===== src/rtl/ram_ctrl_pkg.sv =====
// ============================================================================
// Module      : ram_ctrl_pkg
// Description : Shared FSM state type and default widths for the RAM host
//               controller.
// Revision    : 1.0 - initial release
// ============================================================================
`default_nettype none

package ram_ctrl_pkg;

   localparam int C_MEM_WIDTH = 8;
   localparam int C_ADDR_SIZE = 8;
   localparam int C_PERR_MAX  = 255;

   typedef enum logic [2:0] {
      IDLE    = 3'd0,
      ADDR    = 3'd1,
      ACCESS  = 3'd2,
      DPIPE   = 3'd3,
      CAPTURE = 3'd4,
      RESP    = 3'd5
   } state_t;

   function automatic logic [7:0] sat_inc(input logic [7:0] value);
      return (value == 8'(C_PERR_MAX)) ? value : value + 8'd1;
   endfunction

endpackage

`default_nettype wire


===== src/rtl/ram_parity_chk.sv =====
// ============================================================================
// Module      : ram_parity_chk
// Description : Flags a mismatch between the XOR of a data word and the
//               parity bit delivered with it.
// Revision    : 1.0 - initial release
// ============================================================================
`default_nettype none

module ram_parity_chk #(
   parameter int WIDTH = 8
) (
   input  logic [WIDTH-1:0] data,
   input  logic             parity,
   input  logic             enable,
   output logic             mismatch
);

   assign mismatch = enable & ((^data) ^ parity);

endmodule

`default_nettype wire


===== src/rtl/ram_host_ctrl.sv =====
// ============================================================================
// Module      : ram_host_ctrl
// Description : Single-outstanding host request/response controller for a
//               RAM with optional address and read-data pipeline stages.
// Revision    : 1.0 - initial release
// ============================================================================
`default_nettype none

module ram_host_ctrl
   import ram_ctrl_pkg::*;
#(
   parameter int MEM_WIDTH = C_MEM_WIDTH,
   parameter int ADDR_SIZE = C_ADDR_SIZE,
   parameter int ADDR_PIPE = 1,
   parameter int DOUT_PIPE = 1,
   parameter int PARITY_EN = 1
) (
   input  logic                 clk,
   input  logic                 rst,

   input  logic                 req_valid,
   output logic                 req_ready,
   input  logic                 req_write,
   input  logic [ADDR_SIZE-1:0] req_addr,
   input  logic [MEM_WIDTH-1:0] req_wdata,

   output logic                 rsp_valid,
   input  logic                 rsp_ready,
   output logic                 rsp_write,
   output logic [MEM_WIDTH-1:0] rsp_rdata,
   output logic                 rsp_perr,
   output logic                 rsp_verr,
   output logic [7:0]           perr_count,

   output logic [ADDR_SIZE-1:0] ram_addr,
   output logic [MEM_WIDTH-1:0] ram_din,
   output logic                 ram_enable,
   output logic                 ram_wr_en,
   output logic                 ram_rd_en,
   output logic                 ram_addr_en,
   output logic                 ram_dout_en,
   input  logic [MEM_WIDTH-1:0] ram_dout,
   input  logic                 ram_parity,
   input  logic                 ram_valid
);

   state_t                 r_state;
   logic                   r_write;
   logic [ADDR_SIZE-1:0]   r_addr;
   logic [MEM_WIDTH-1:0]   r_wdata;
   logic                   r_req_ready;
   logic                   r_enable;
   logic                   r_wr_en;
   logic                   r_rd_en;
   logic                   r_addr_en;
   logic                   r_dout_en;
   logic                   r_rsp_valid;
   logic                   r_rsp_write;
   logic [MEM_WIDTH-1:0]   r_rsp_rdata;
   logic                   r_rsp_perr;
   logic                   r_rsp_verr;
   logic [7:0]             r_perr_count;

   logic                   w_par_en;
   logic                   w_par_mismatch;

   assign w_par_en = (PARITY_EN != 0);

   ram_parity_chk #(
      .WIDTH    (MEM_WIDTH)
   ) u_parity_chk (
      .data     (ram_dout),
      .parity   (ram_parity),
      .enable   (w_par_en),
      .mismatch (w_par_mismatch)
   );

   // Strobes and response flags are set on the transition into the state
   // that owns them, so every output comes straight from a flop.
   always_ff @(posedge clk) begin
      if (rst) begin
         r_state      <= IDLE;
         r_write      <= 1'b0;
         r_addr       <= '0;
         r_wdata      <= '0;
         r_req_ready  <= 1'b1;
         r_enable     <= 1'b0;
         r_wr_en      <= 1'b0;
         r_rd_en      <= 1'b0;
         r_addr_en    <= 1'b0;
         r_dout_en    <= 1'b0;
         r_rsp_valid  <= 1'b0;
         r_rsp_write  <= 1'b0;
         r_rsp_rdata  <= '0;
         r_rsp_perr   <= 1'b0;
         r_rsp_verr   <= 1'b0;
         r_perr_count <= 8'd0;
      end else begin
         r_enable  <= 1'b0;
         r_wr_en   <= 1'b0;
         r_rd_en   <= 1'b0;
         r_addr_en <= 1'b0;
         r_dout_en <= 1'b0;

         case (r_state)
            IDLE: begin
               if (req_valid && r_req_ready) begin
                  r_write     <= req_write;
                  r_addr      <= req_addr;
                  r_wdata     <= req_wdata;
                  r_req_ready <= 1'b0;
                  r_rsp_write <= req_write;
                  r_rsp_rdata <= '0;
                  r_rsp_perr  <= 1'b0;
                  r_rsp_verr  <= 1'b0;
                  if (ADDR_PIPE != 0) begin
                     r_state   <= ADDR;
                     r_addr_en <= 1'b1;
                  end else begin
                     r_state  <= ACCESS;
                     r_enable <= 1'b1;
                     r_wr_en  <= req_write;
                     r_rd_en  <= ~req_write;
                  end
               end
            end

            ADDR: begin
               r_state  <= ACCESS;
               r_enable <= 1'b1;
               r_wr_en  <= r_write;
               r_rd_en  <= ~r_write;
            end

            ACCESS: begin
               if (r_write) begin
                  r_state     <= RESP;
                  r_rsp_valid <= 1'b1;
               end else if (DOUT_PIPE != 0) begin
                  r_state   <= DPIPE;
                  r_dout_en <= 1'b1;
               end else begin
                  r_state <= CAPTURE;
               end
            end

            // The cycle right after ACCESS is where the RAM reports valid_out.
            DPIPE: begin
               r_state    <= CAPTURE;
               r_rsp_verr <= ~ram_valid;
            end

            CAPTURE: begin
               r_rsp_rdata <= ram_dout;
               r_rsp_perr  <= w_par_mismatch;
               if (DOUT_PIPE == 0) begin
                  r_rsp_verr <= ~ram_valid;
               end
               r_state     <= RESP;
               r_rsp_valid <= 1'b1;
            end

            RESP: begin
               if (rsp_ready) begin
                  r_state     <= IDLE;
                  r_rsp_valid <= 1'b0;
                  r_req_ready <= 1'b1;
                  if (r_rsp_perr) begin
                     r_perr_count <= sat_inc(r_perr_count);
                  end
               end
            end

            default: begin
               r_state     <= IDLE;
               r_req_ready <= 1'b1;
               r_rsp_valid <= 1'b0;
            end
         endcase
      end
   end

   assign req_ready   = r_req_ready;
   assign rsp_valid   = r_rsp_valid;
   assign rsp_write   = r_rsp_write;
   assign rsp_rdata   = r_rsp_rdata;
   assign rsp_perr    = r_rsp_perr;
   assign rsp_verr    = r_rsp_verr;
   assign perr_count  = r_perr_count;
   assign ram_addr    = r_addr;
   assign ram_din     = r_wdata;
   assign ram_enable  = r_enable;
   assign ram_wr_en   = r_wr_en;
   assign ram_rd_en   = r_rd_en;
   assign ram_addr_en = r_addr_en;
   assign ram_dout_en = r_dout_en;

endmodule

`default_nettype wire


===== config.mk =====
export PLATFORM = sky130hd
export DESIGN_NAME = ram_host_ctrl
export DESIGN_NICKNAME = d
export VERILOG_FILES = /design/src/rtl/ram_ctrl_pkg.sv /design/src/rtl/ram_parity_chk.sv /design/src/rtl/ram_host_ctrl.sv
export SDC_FILE = /design/constraint.sdc
export NUM_CORES = 1
export LEC_CHECK = 0
export ABC_AREA = 1
export CAP_MARGIN = 20
export CORE_MARGIN = 5
export CORE_UTILIZATION = 44
export CTS_BUF_LIST = sky130_fd_sc_hd__clkbuf_8
export CTS_CLUSTER_DIAMETER = 40
export DETAILED_ROUTE_END_ITERATION = 6
export PLACE_DENSITY = 0.8
export SLEW_MARGIN = 20
export SYNTH_ARGS = -nofsm -noshare
export SYNTH_HDL_FRONTEND = slang
export SYNTH_SLANG_ARGS = --single-unit

===== constraint.sdc =====
create_clock -name clk -period 1.8 [get_ports clk]
set_clock_uncertainty 0.15 [all_clocks]
set_input_delay 0.18 -clock clk [delete_from_list [all_inputs] [get_ports clk]]
set_output_delay 0.18 -clock clk [all_outputs]
set_load 0.01 [all_outputs]

* Yosys cells after proc, flatten, opt, wreduce, memory -nomap -nowiden
Index checks and enable logic that the tools add are counted.
** Storage, ports and cells
- Bits in registers :: 45
- Bits of input ports :: 31
- Output and inout port bits :: 42
- Word-level logic and storage cells :: 68
** Cells by class
- $add $sub $neg :: 1
- Eq/ne operators :: 9
- Mux-type cells :: 17
- Bitwise gates (word level) :: 9
- Reductions and logical operators :: 17
** Operators by type and width (number)
- $pmux W3 S6 :: 1
- $pmux W8 S2 :: 1
- $mux W3 :: 3
- $add A8 B1 Y8 const B :: 1
- $eq A8 B8 Y1 const B :: 1
- $mux W8 :: 1
- $not A1 Y1 :: 8
- $reduce_and A2 Y1 :: 4
- $reduce_xor A8 Y1 :: 1
- $mux W1 :: 7
- $eq A3 B2 Y1 const B :: 2
- $eq A3 B3 Y1 const B :: 2
- $ne A2 B2 Y1 const B :: 3
- $reduce_and A3 Y1 :: 2
- $reduce_or A2 Y1 :: 3
- $pmux W1 S2 :: 2
- $pmux W1 S4 :: 1
- $reduce_and A4 Y1 :: 1
- $reduce_bool A2 Y1 :: 2
- $reduce_or A4 Y1 :: 1
- $eq A3 B1 Y1 const B :: 1
- $logic_not A3 Y1 :: 1
- $pmux W1 S3 :: 1
- $reduce_or A3 Y1 :: 1
- other kinds (2) :: 2

* Depth between registers and ports, before layout
Gate-level depths: netlist of the first run.
- Depth in word-level cells :: 4
- Gate-level depth with buffers :: 11
- Mapped depth without buffers :: 11

* By module
From an unflattened synthesis of the first run, not the netlist that was laid out.
** Second synthesis, totals
- Cells, all modules :: 268
- Area total of the unflattened synthesis :: 1963.1 um^2
** Modules (own cells, without submodules)
- ram_host_ctrl :: instances 1, cells an instance 241, area an instance 1826.8 um^2, sequential area each 900.9 um^2
- ram_parity_chk :: instances 1, cells an instance 27, area an instance 136.4 um^2, sequential area each 0.0 um^2

* Least setup slack after synthesis of the first run
Ideal clock, no wire load.
- Path kind :: register to register
- From :: register r_perr_count[0], in the netlist perr_count[0]
- To :: register r_perr_count[0], in the netlist perr_count[0]
- Library setup time :: 0.126 ns
- Arrival time :: 1.305 ns
- Required time :: 1.524 ns
- Setup slack :: 0.219 ns
- Stages on the path, launching flop included :: 9
- Buffers on the path :: 0
- Clock period less this slack :: 1.581 ns
- Cell sequence :: dfxtp_1 > ha_1 > nand3_1 > nor2_1 > nand3_1 > nand2_2 > inv_2 > o21ai_0 > a21oi_1
** On the way
- Cells in the longest elaborated chain, start to end :: 3
- Elaborated cells on any way between the ends :: 4
- Those cells by class :: 1 x add/sub; 1 x eq/ne; 1 x bitwise; 1 x reduce/logical
** Ends and longest elaborated chain
- start, declared :: RTL line ram_host_ctrl.sv:62 : logic [7:0] r_perr_count;
- start signal, assigned :: RTL line ram_host_ctrl.sv:169 : r_perr_count <= sat_inc(r_perr_count);
- parallel branches: the longest is 3 deep, another holds $add A8 B1 Y8
Several ways; the timed one is not identified.
A chain may end at the register's enable or synchronous reset.

* Worst setup path after layout of the first run
- From :: register r_perr_count[2], in the netlist perr_count[2]
- To :: output port perr_count[2]
** RTL lines
- end, declared :: RTL line ram_host_ctrl.sv:33 : output logic [7:0] perr_count,
No word-level cell between the ends.

==> flow_summary.yaml, run 1 <==
critical_path:
  crit_arrival_ns: 1.33
  critPathBufInv: 1
  reg2reg_to: "perr_count[6]"
  timing.critical_path.cells: "clkdlybuf4s50_1"
  critPathKind: "flip-flop to primary output"
  end_kind: "primary output"
  cp.depth: 1
  cp_max_fo: 6
  crit_family: "buffers and inverters"
  critical-path-max-stage-delay_ns: 0.58
  rr_worst_depth: 9
  worst_path_max_delay_cell: "clkdlybuf4s50_1"
  reg2reg_from: "perr_count[0]"
  crit_required_ns: 1.47
  endpoint: "perr_count[2]"
  crit_start: "perr_count[2]"
  rrSetupSlack_ns: 0.16
  cp-start-kind: "flip-flop"
hold_path:
  hold_class: "flip-flop to flip-flop"
timing:
  maxClockFrequency_mhz: 602
  setup_ws_ns: 0.139
  maxSlewViolCount: 0
  hold_violations: 0
  fin_crit_ns: 1.66
  tightest_slew_ns: 0.657
  max-slew-margin-rel_pct: 56.2
  post-route-period-util_pct: 92.3
  setup-violations-final: 0
  finalSetupTns_ns: 0
pwr:
  p_clk_share_pct: 24.6
  swShare_pct: 31.0
  leakage_nw: 1.19
  p_switching_w: 0.000850
  p_per_area_mw_per_mm2: 971
  internal_power_w: 0.00189
  ir_drop_v: 0.000708
  p_seq_share_pct: 44.7
  combinationalPowerShare_pct: 30.8
floorplanning:
  ios: 73
  die_w_um: 76.4
  die-area_mm2: 0.00583
  core_mm2: 0.00432
  initial_utilization_pct: 44.8
  floorplan.rows: 24
  dieHeight_um: 76.4
route:
  met2_length_mm: 2.34
  wl_met1_mm: 2.09
  dr.pass1.iters: 4
  drtIter0Drc: 173
  wl_met3_um: 321
  drc: 0
  routed_via_density: 4.85
  ant_nets: 0
  post_drt_wl_per_cell_um: 12.0
  vias: 1961
  top_layer: "met4"
  wl_mm: 4.87
grt:
  grt_pass1_wl_mm: 8.23
  antenna_found_initial: 0
  grt_max_degree: 26
  grt_pass1_vias: 1875
  grt_usage_pct: 16.7
  grt_overflow: 0
place:
  hpwl_mm: 3.58
  dp_slack_ns: 0.112
  port_buffers: 72
  place_congestion: 0.803
logic_synthesis:
  synth_edf_count: 0
  synth_compound_area_share_pct: 13.4
  synth_top_family_by_area: "simple AND/OR/NAND/NOR gates"
  async_flop_share_pct: 0
  synth_flop_cell: "dfxtp_1"
  synth.avg_cell_area_um2: 7.05
  synth_xor_area_share_pct: 0.452
  syn-cell-area_mm2: 0.00194
  synthSimpleGateAreaFrac_pct: 30.0
  synth_area_leader_cell: "dfxtp_1"
  synth_cell_types: 26
  netlist_top_cells_area: "dfxtp_1 46%, nand2_1 13%, nor2_1 11%, o21ai_0 6.7%, inv_1 5.2%"
  synth_nets: 307
  synthCells: 275
  ys_ff_latch: 45
  yosysWarnings: 0
  ys_seq_area_share_pct: 46.5
  synth_adder_area_share_pct: 0.646
  synth_mux_area_share_pct: 0
  synth_top_area_share_pct: 46.5
clock_network:
  cts_root_buf: "clkbuf_8"
  clock_latency_ns: 0.29
  cts_tree: "done"
  cts_sinks: 45
  clk_pin_slew_ns: 0.08
  cts_buffer_depth: 2
  numCtsBuffers: 5
  htreeDepth: 2
cells_and_area:
  register_area_um2: 903
  num_antenna_cells: 0
  syn_to_final_growth_pct: 45.7
  final_nets: 383
  final_layout_size_suffix_gt1_share_pct: 7.67
  fillers: 400
  multiInputGateArea_um2: 877
outcome:
  outcome: "completed"
run:
  drv_cap: 0
## worst min path at each step
| stage | start | end | slack (ns) | cells after the start |
|---|---|---|---|---|
| floorplan | req_addr[7] | ram_addr[7] | 0.16 | 2 |
| global placement | rsp_rdata[4] | rsp_rdata[4] | 0.30 | 2 |
| detailed placement | rsp_rdata[4] | rsp_rdata[4] | 0.30 | 2 |
| CTS | req_wdata[2] | ram_din[2] | 0.30 | 3 |
| global route | req_wdata[7] | ram_din[7] | 0.30 | 3 |
| finish | rsp_rdata[4] | rsp_rdata[4] | 0.31 | 2 |
## cells in the mapped netlist, drive strengths merged (3+ instances only)
library cell  instances
a21oi                16
a31oi                 3
buf                   4
clkbuf                4
dfxtp                45
inv                  31
nand2                66
nand3                 8
nor2                 60
nor3                  5
o21ai                26
## power groups by stage
stage / Combinational, W / Clock (W) / Sequential (W)
global placement: 0.000840 / 0 / 0.00124
global route: 0.000934 / 0.000726 / 0.00124
detailed placement: 0.000850 / 0 / 0.00124
finish: 0.000844 / 0.000673 / 0.00123
floorplan: 0.000408 / 0 / 0.00130
CTS: 0.000855 / 0.000696 / 0.00122
## sequential cells by signal (all words and copies together) (netlist names), 3 cells and up
name,cells
rsp_rdata,8
perr_count,8
ram_din,8
r_state,3
ram_addr,8
## per-layer routing
metal  vias to the layer above  track usage, %
met3                        14            4.96
li1                       1017               -
met4                         0            6.12
met5                         -               0
met2                        54            27.9
met1                       876            20.0
## timing repair
item / in CTS / in global routing
setup endpoints to repair: 0 / 6
hold buffers: 0 / 0
gates resized for setup: 0 / 5
buffers inserted: 0 / 2
## cell usage in the layout (no fill, tap or decap)
cell / count
nand2_2: 1
clkbuf_8: 7
o21ai_0: 26
nor4_1: 1
o21a_1: 1
nor2_1: 55
xnor2_1: 1
inv_1: 27
nor3_1: 5
a21boi_0: 1
a21oi_1: 16
a31oi_1: 3
dfxtp_2: 2
inv_2: 3
clkinv_2: 1
nor2_4: 1
ha_4: 1
nand2_1: 65
nor2_2: 3
clkdlybuf4s50_1: 72
o211ai_1: 1
nand3_1: 7
buf_4: 5
dfxtp_1: 43
nand3_2: 1
inv_4: 1
a221oi_1: 1
nor2_8: 1
## worst register-to-register path: cells and delay by family (launching register included)
family	cells	cell delay (ns)
AND/OR/NAND/NOR	5	0.54
flip-flops	1	0.39
AO/OA/AOI/OAI	2	0.23
adder cells (fa/ha/maj)	1	0.17
buffers and inverters	1	0.11
## kinds of logic after synthesis
kind of cell	after synthesis
AO/OA/AOI/OAI	49
flip-flops	45
AND/OR/NAND/NOR	140
adder cells (fa/ha/maj)	1
XOR/XNOR	1
buffers and inverters	39
## area by class of cell
type / count / area share [%]
sequential: 45 / 32.0
multi-input combinational: 191 / 31.1
timing repair buffer: 77 / 26.8
inverter: 31 / 4.21
clock buffer: 7 / 3.41
tap: 52 / 2.30
clock inverter: 1 / 0.177
## through the flow
| step | utilization [%] | cells | hold WS, ns | power (W) | area (um^2) |
|---|---|---|---|---|---|
| global placement | 62.2 | 394 | 0.298 | 0.00208 | 2690 |
| detailed placement | 62.2 | 394 | 0.301 | 0.00209 | 2690 |
| finish | 65.3 | 404 | 0.311 | 0.00274 | 2820 |
| CTS | 64.6 | 402 | 0.303 | 0.00277 | 2790 |
| global route | 65.3 | 404 | 0.301 | 0.00290 | 2820 |
| floorplan | - | 275 | 0.165 | 0.00171 | 1940 |
Note: power is estimated with default switching activity, not from simulation.
==> run 2, diff against run 1 <==
--- a/config.mk
+++ b/config.mk
@@ -12,7 +12,7 @@
 export CTS_BUF_LIST = sky130_fd_sc_hd__clkbuf_8
 export CTS_CLUSTER_DIAMETER = 40
 export DETAILED_ROUTE_END_ITERATION = 6
-export PLACE_DENSITY = 0.8
+export PLACE_DENSITY = 0.76
 export SLEW_MARGIN = 20
 export SYNTH_ARGS = -nofsm -noshare
 export SYNTH_HDL_FRONTEND = slang
==> flow_summary.yaml, run 2 (synthesized netlist as in run 1, its figures left out) <==
timing:
  maxClockFrequency_mhz: 613
  setup-violations-final: 0
  hold_violations: 0
  max-slew-margin-rel_pct: 55.9
  tightest_slew_ns: 0.661
  maxSlewViolCount: 0
  post-route-period-util_pct: 90.6
  fin_crit_ns: 1.63
cells_and_area:
  fin_cells: 404
  final_layout_size_suffix_gt1_share_pct: 7.10
  register_area_um2: 905
  num_antenna_cells: 0
  layout_common_cells: "72 x clkdlybuf4s50_1, 65 x nand2_1, 55 x nor2_1"
  final_nets: 383
  syn_to_final_growth_pct: 46.1
  multiInputGateArea_um2: 865
  fillers: 402
  final_common_cell: "clkdlybuf4s50_1"
  final_util_pct: 65.5
critical_path:
  timing.critical_path.cells: "ha_1 > nand3_1 > nor2_2 > nand3_1 > nand2_2 > buf_4 > nor3_1 > o21ai_0 > nor2_1"
  worst_path_max_delay_cell: "dfxtp_1"
  cp-start-kind: "flip-flop"
  end_kind: "flip-flop"
  crit_arrival_ns: 1.67
  crit_required_ns: 1.84
  cp_max_fo: 5
  critical-path-max-stage-delay_ns: 0.39
  critPathKind: "flip-flop to flip-flop"
  cp_common_cell: "nand3_1"
clock_network:
  cts_buffer_depth: 2
  cts_sinks: 45
  cts_tree: "done"
  htreeDepth: 2
  cts_root_buf: "clkbuf_8"
  numCtsBuffers: 5
  clk_pin_slew_ns: 0.09
  clock_latency_ns: 0.30
pwr:
  swShare_pct: 30.5
  p_switching_w: 0.000875
  leakage_nw: 1.20
  p_clk_share_pct: 27.9
  p_seq_share_pct: 42.6
  p_per_area_mw_per_mm2: 1010
  combinationalPowerShare_pct: 29.5
  internal_power_w: 0.00200
  ir_drop_v: 0.000592
route:
  dr.pass1.iters: 4
  drc: 0
  drtIter0Drc: 145
  routed_via_density: 4.79
  post_drt_wl_per_cell_um: 11.8
  wl_mm: 4.77
  ant_nets: 0
  vias: 1935
grt:
  grt_max_degree: 26
  grt_overflow: 0
  grt_pass1_vias: 1904
  antenna_found_initial: 0
  grt_usage_pct: 16.2
  grt_pass1_wl_mm: 8.11
place:
  dp.cells: 395
  port_buffers: 72
  place_congestion: 0.808
  hpwl_mm: 3.48
outcome:
  outcome: "completed"
floorplanning:
  core_mm2: 0.00432
  dieHeight_um: 76.4
  die_w_um: 76.4
  floorplan.rows: 24
  ios: 73
  initial_utilization_pct: 44.8
  die-area_mm2: 0.00583
hold_path:
  hold_class: "primary input to flip-flop"
run:
  drv_cap: 0
## run 2: cell count changes in the layout (fill, tap and decap cells not counted), sizes merged
| cell | delta |
|---|---|
| clkinvlp | +1 |
| clkinv | -1 |
| clkbuf | -1 |
| bufinv | +1 |
## run 2: what timing repair did
item / CTS / global route
hold buffers: 0 / 0
hold endpoints to repair: 0 / 0
setup buffers: 0 / 1
setup endpoints to repair: 0 / 6
gates resized for setup: 0 / 3
## run 2: area by class of cell
cell class	instances	area share (%)
Clock buffer	6	2.92
Clock inverter	2	1.33
Inverter	31	4.20
Multi-Input combinational cell	191	30.5
Sequential cell	45	31.9
Tap cell	52	2.30
Timing Repair Buffer	77	26.8
## run 2: routing by layer
metal	global-route usage, %	wire length, um
met1	19.0	2150
met2	28.3	2230
met3	5.32	348
met4	3.85	38
met5	0	0
## run 2: worst paths after layout
check	depth (start not counted)	endpoint	startpoint	slack, ns
setup / recovery	9	perr_count[5]	perr_count[1]	0.17
hold / removal	3	ram_din[6]	req_wdata[6]	0.31
setup reg to reg	9	perr_count[5]	perr_count[1]	0.17
hold reg to reg	2	rsp_rdata[6]	rsp_rdata[6]	0.31
## run 2: critical path: cells and delay by family (launching register included)
| family | cells | cell delay, ns |
|---|---|---|
| buffers and inverters | 1 | 0.13 |
| AND/OR/NAND/NOR | 6 | 0.53 |
| AO/OA/AOI/OAI | 1 | 0.14 |
| adder cells (fa/ha/maj) | 1 | 0.19 |
| flip-flops | 1 | 0.39 |
## run 2: power by group through the flow
stage | combinational, W | sequential [W] | clock [W]
floorplan | 0.000408 | 0.00130 | 0
global route | 0.000941 | 0.00125 | 0.000851
finish | 0.000845 | 0.00122 | 0.000801
global placement | 0.000841 | 0.00124 | 0
CTS | 0.000858 | 0.00123 | 0.000809
detailed placement | 0.000853 | 0.00125 | 0
## run 2: metrics by stage
stage / cell area (um^2) / setup WS (ns) / setup TNS, ns / hold WS, ns / power (W)
2_1_floorplan: 1940 / 0.219 / 0 / 0.165 / 0.00171
5_1_grt: 2830 / -0.00940 / -0.00940 / 0.309 / 0.00304
3_5_place_dp: 2700 / 0.0834 / 0 / 0.304 / 0.00210
4_1_cts: 2820 / 0.119 / 0 / 0.307 / 0.00289
6_report: 2830 / 0.168 / 0 / 0.310 / 0.00287
3_3_place_gp: 2700 / 0.146 / 0 / 0.297 / 0.00208
==> run 3, diff against run 2 <==
--- a/config.mk
+++ b/config.mk
@@ -13,6 +13,7 @@
 export CTS_CLUSTER_DIAMETER = 40
 export DETAILED_ROUTE_END_ITERATION = 6
 export PLACE_DENSITY = 0.76
+export SETUP_SLACK_MARGIN = 0.1
 export SLEW_MARGIN = 20
 export SYNTH_ARGS = -nofsm -noshare
 export SYNTH_HDL_FRONTEND = slang
==> flow_summary.yaml, run 3 (synthesized netlist as in run 1, its figures left out) <==
run:
  drv_cap: 0
cells_and_area:
  final_layout_size_suffix_gt1_share_pct: 8.47
  register_area_um2: 906
  num_antenna_cells: 0
  final_nets: 385
  final_common_cell: "clkdlybuf4s50_1"
  syn_to_final_growth_pct: 47.8
  fillers: 392
  layout_common_cells: "72 x clkdlybuf4s50_1, 64 x nand2_1, 55 x nor2_1"
  multiInputGateArea_um2: 880
  final_util_pct: 66.3
critical_path:
  rrSetupSlack_ns: 0.23
  crit_family: "buffers and inverters"
  end_kind: "primary output"
  worst_path_max_delay_cell: "clkdlybuf4s50_1"
  cp-start-kind: "flip-flop"
  cp_max_fo: 6
  crit_arrival_ns: 1.30
  reg2reg_to: "perr_count[5]"
  rr_worst_depth: 9
  critPathKind: "flip-flop to primary output"
  critical-path-max-stage-delay_ns: 0.57
  critPathBufInv: 1
  timing.critical_path.cells: "clkdlybuf4s50_1"
  reg2reg_from: "perr_count[0]"
  crit_required_ns: 1.47
floorplanning:
  initial_utilization_pct: 44.8
  die-area_mm2: 0.00583
  dieHeight_um: 76.4
  ios: 73
  die_w_um: 76.4
  floorplan.rows: 24
  core_mm2: 0.00432
timing:
  maxClockFrequency_mhz: 613
  finalSetupTns_ns: 0
  post-route-period-util_pct: 90.7
  maxSlewViolCount: 0
  tightest_slew_ns: 0.649
  hold_violations: 0
  setup-violations-final: 0
  whs_ns: 0.312
  setup_ws_ns: 0.168
  max-slew-margin-rel_pct: 56.7
  fin_crit_ns: 1.63
  grt_setup_unrepaired: "false"
clock_network:
  cts_buffer_depth: 2
  clk_pin_slew_ns: 0.08
  cts_tree: "done"
  cts_sinks: 45
  htreeDepth: 2
  cts_root_buf: "clkbuf_8"
  numCtsBuffers: 5
  clock_latency_ns: 0.29
grt:
  grt_pass1_vias: 1904
  grt_usage_pct: 16.2
  grt_max_degree: 26
  antenna_found_initial: 0
  grt_pass1_wl_mm: 8.11
  grt_overflow: 0
pwr:
  p_per_area_mw_per_mm2: 1000
  leakage_nw: 1.20
  power_w: 0.00287
  ir_drop_v: 0.000593
place:
  place_congestion: 0.808
  dp_slack_ns: 0.0834
  hpwl_mm: 3.48
  port_buffers: 72
route:
  post_drt_wl_per_cell_um: 11.8
  drtIter0Drc: 149
  ant_nets: 0
  vias: 1935
  routed_via_density: 4.77
  drc: 0
  dr.pass1.iters: 4
  wl_mm: 4.79
hold_path:
  hold_class: "flip-flop to flip-flop"
  holdPathStages: 2
  whs_endpoint: "rsp_rdata[0]"
  hp-start: "rsp_rdata[0]"
outcome:
  outcome: "completed"
==> run 3: report_power, final <==
part           internal (W)  switching (W)  total (W)
Clock              0.000451       0.000346   0.000798
Combinational      0.000407       0.000437   0.000844
Sequential          0.00114      0.0000876    0.00122
Total               0.00200       0.000871    0.00287
==> run 3: per-layer routing <==
layer  global-route usage, %  up-vias  wire length, um
met5                       0        -                0
met2                    28.3       44             2260
met1                    19.0      867             2160
li1                        -     1019                -
met4                    3.85        0               31
met3                    5.32        5              334
==> run 3: metrics by stage <==
stage	cells	instance area [um^2]
2_1_floorplan	275	1940
3_3_place_gp	395	2700
3_5_place_dp	395	2700
4_1_cts	403	2820
5_1_grt	406	2870
6_report	406	2870
==> run 3: area by class of cell <==
type                            instances  area share (%)
Clock buffer                            6            2.88
Clock inverter                          2            1.31
Inverter                               31            4.24
Multi-Input combinational cell        191            30.7
Sequential cell                        45            31.6
Tap cell                               52            2.27
Timing Repair Buffer                   79            27.0
==> run 3: how the worst max path moves through the flow <==
stage                        from  slack [ns]  depth (start not counted)       endpoint
floorplan           perr_count[0]        0.22                          8  perr_count[0]
global placement        rsp_ready        0.15                          8  perr_count[4]
detailed placement            rst        0.08                          4    ram_addr[4]
CTS                 perr_count[0]        0.12                          9  perr_count[6]
global route        perr_count[0]        0.11                          9  perr_count[6]
finish              perr_count[2]        0.17                          1  perr_count[2]
==> run 3: timing repair <==
| action | in CTS | in global routing |
|---|---|---|
| setup endpoints to repair | 0 | 8 |
| hold buffers | 0 | 0 |
| setup buffers | 0 | 3 |
| resized for setup | 0 | 9 |
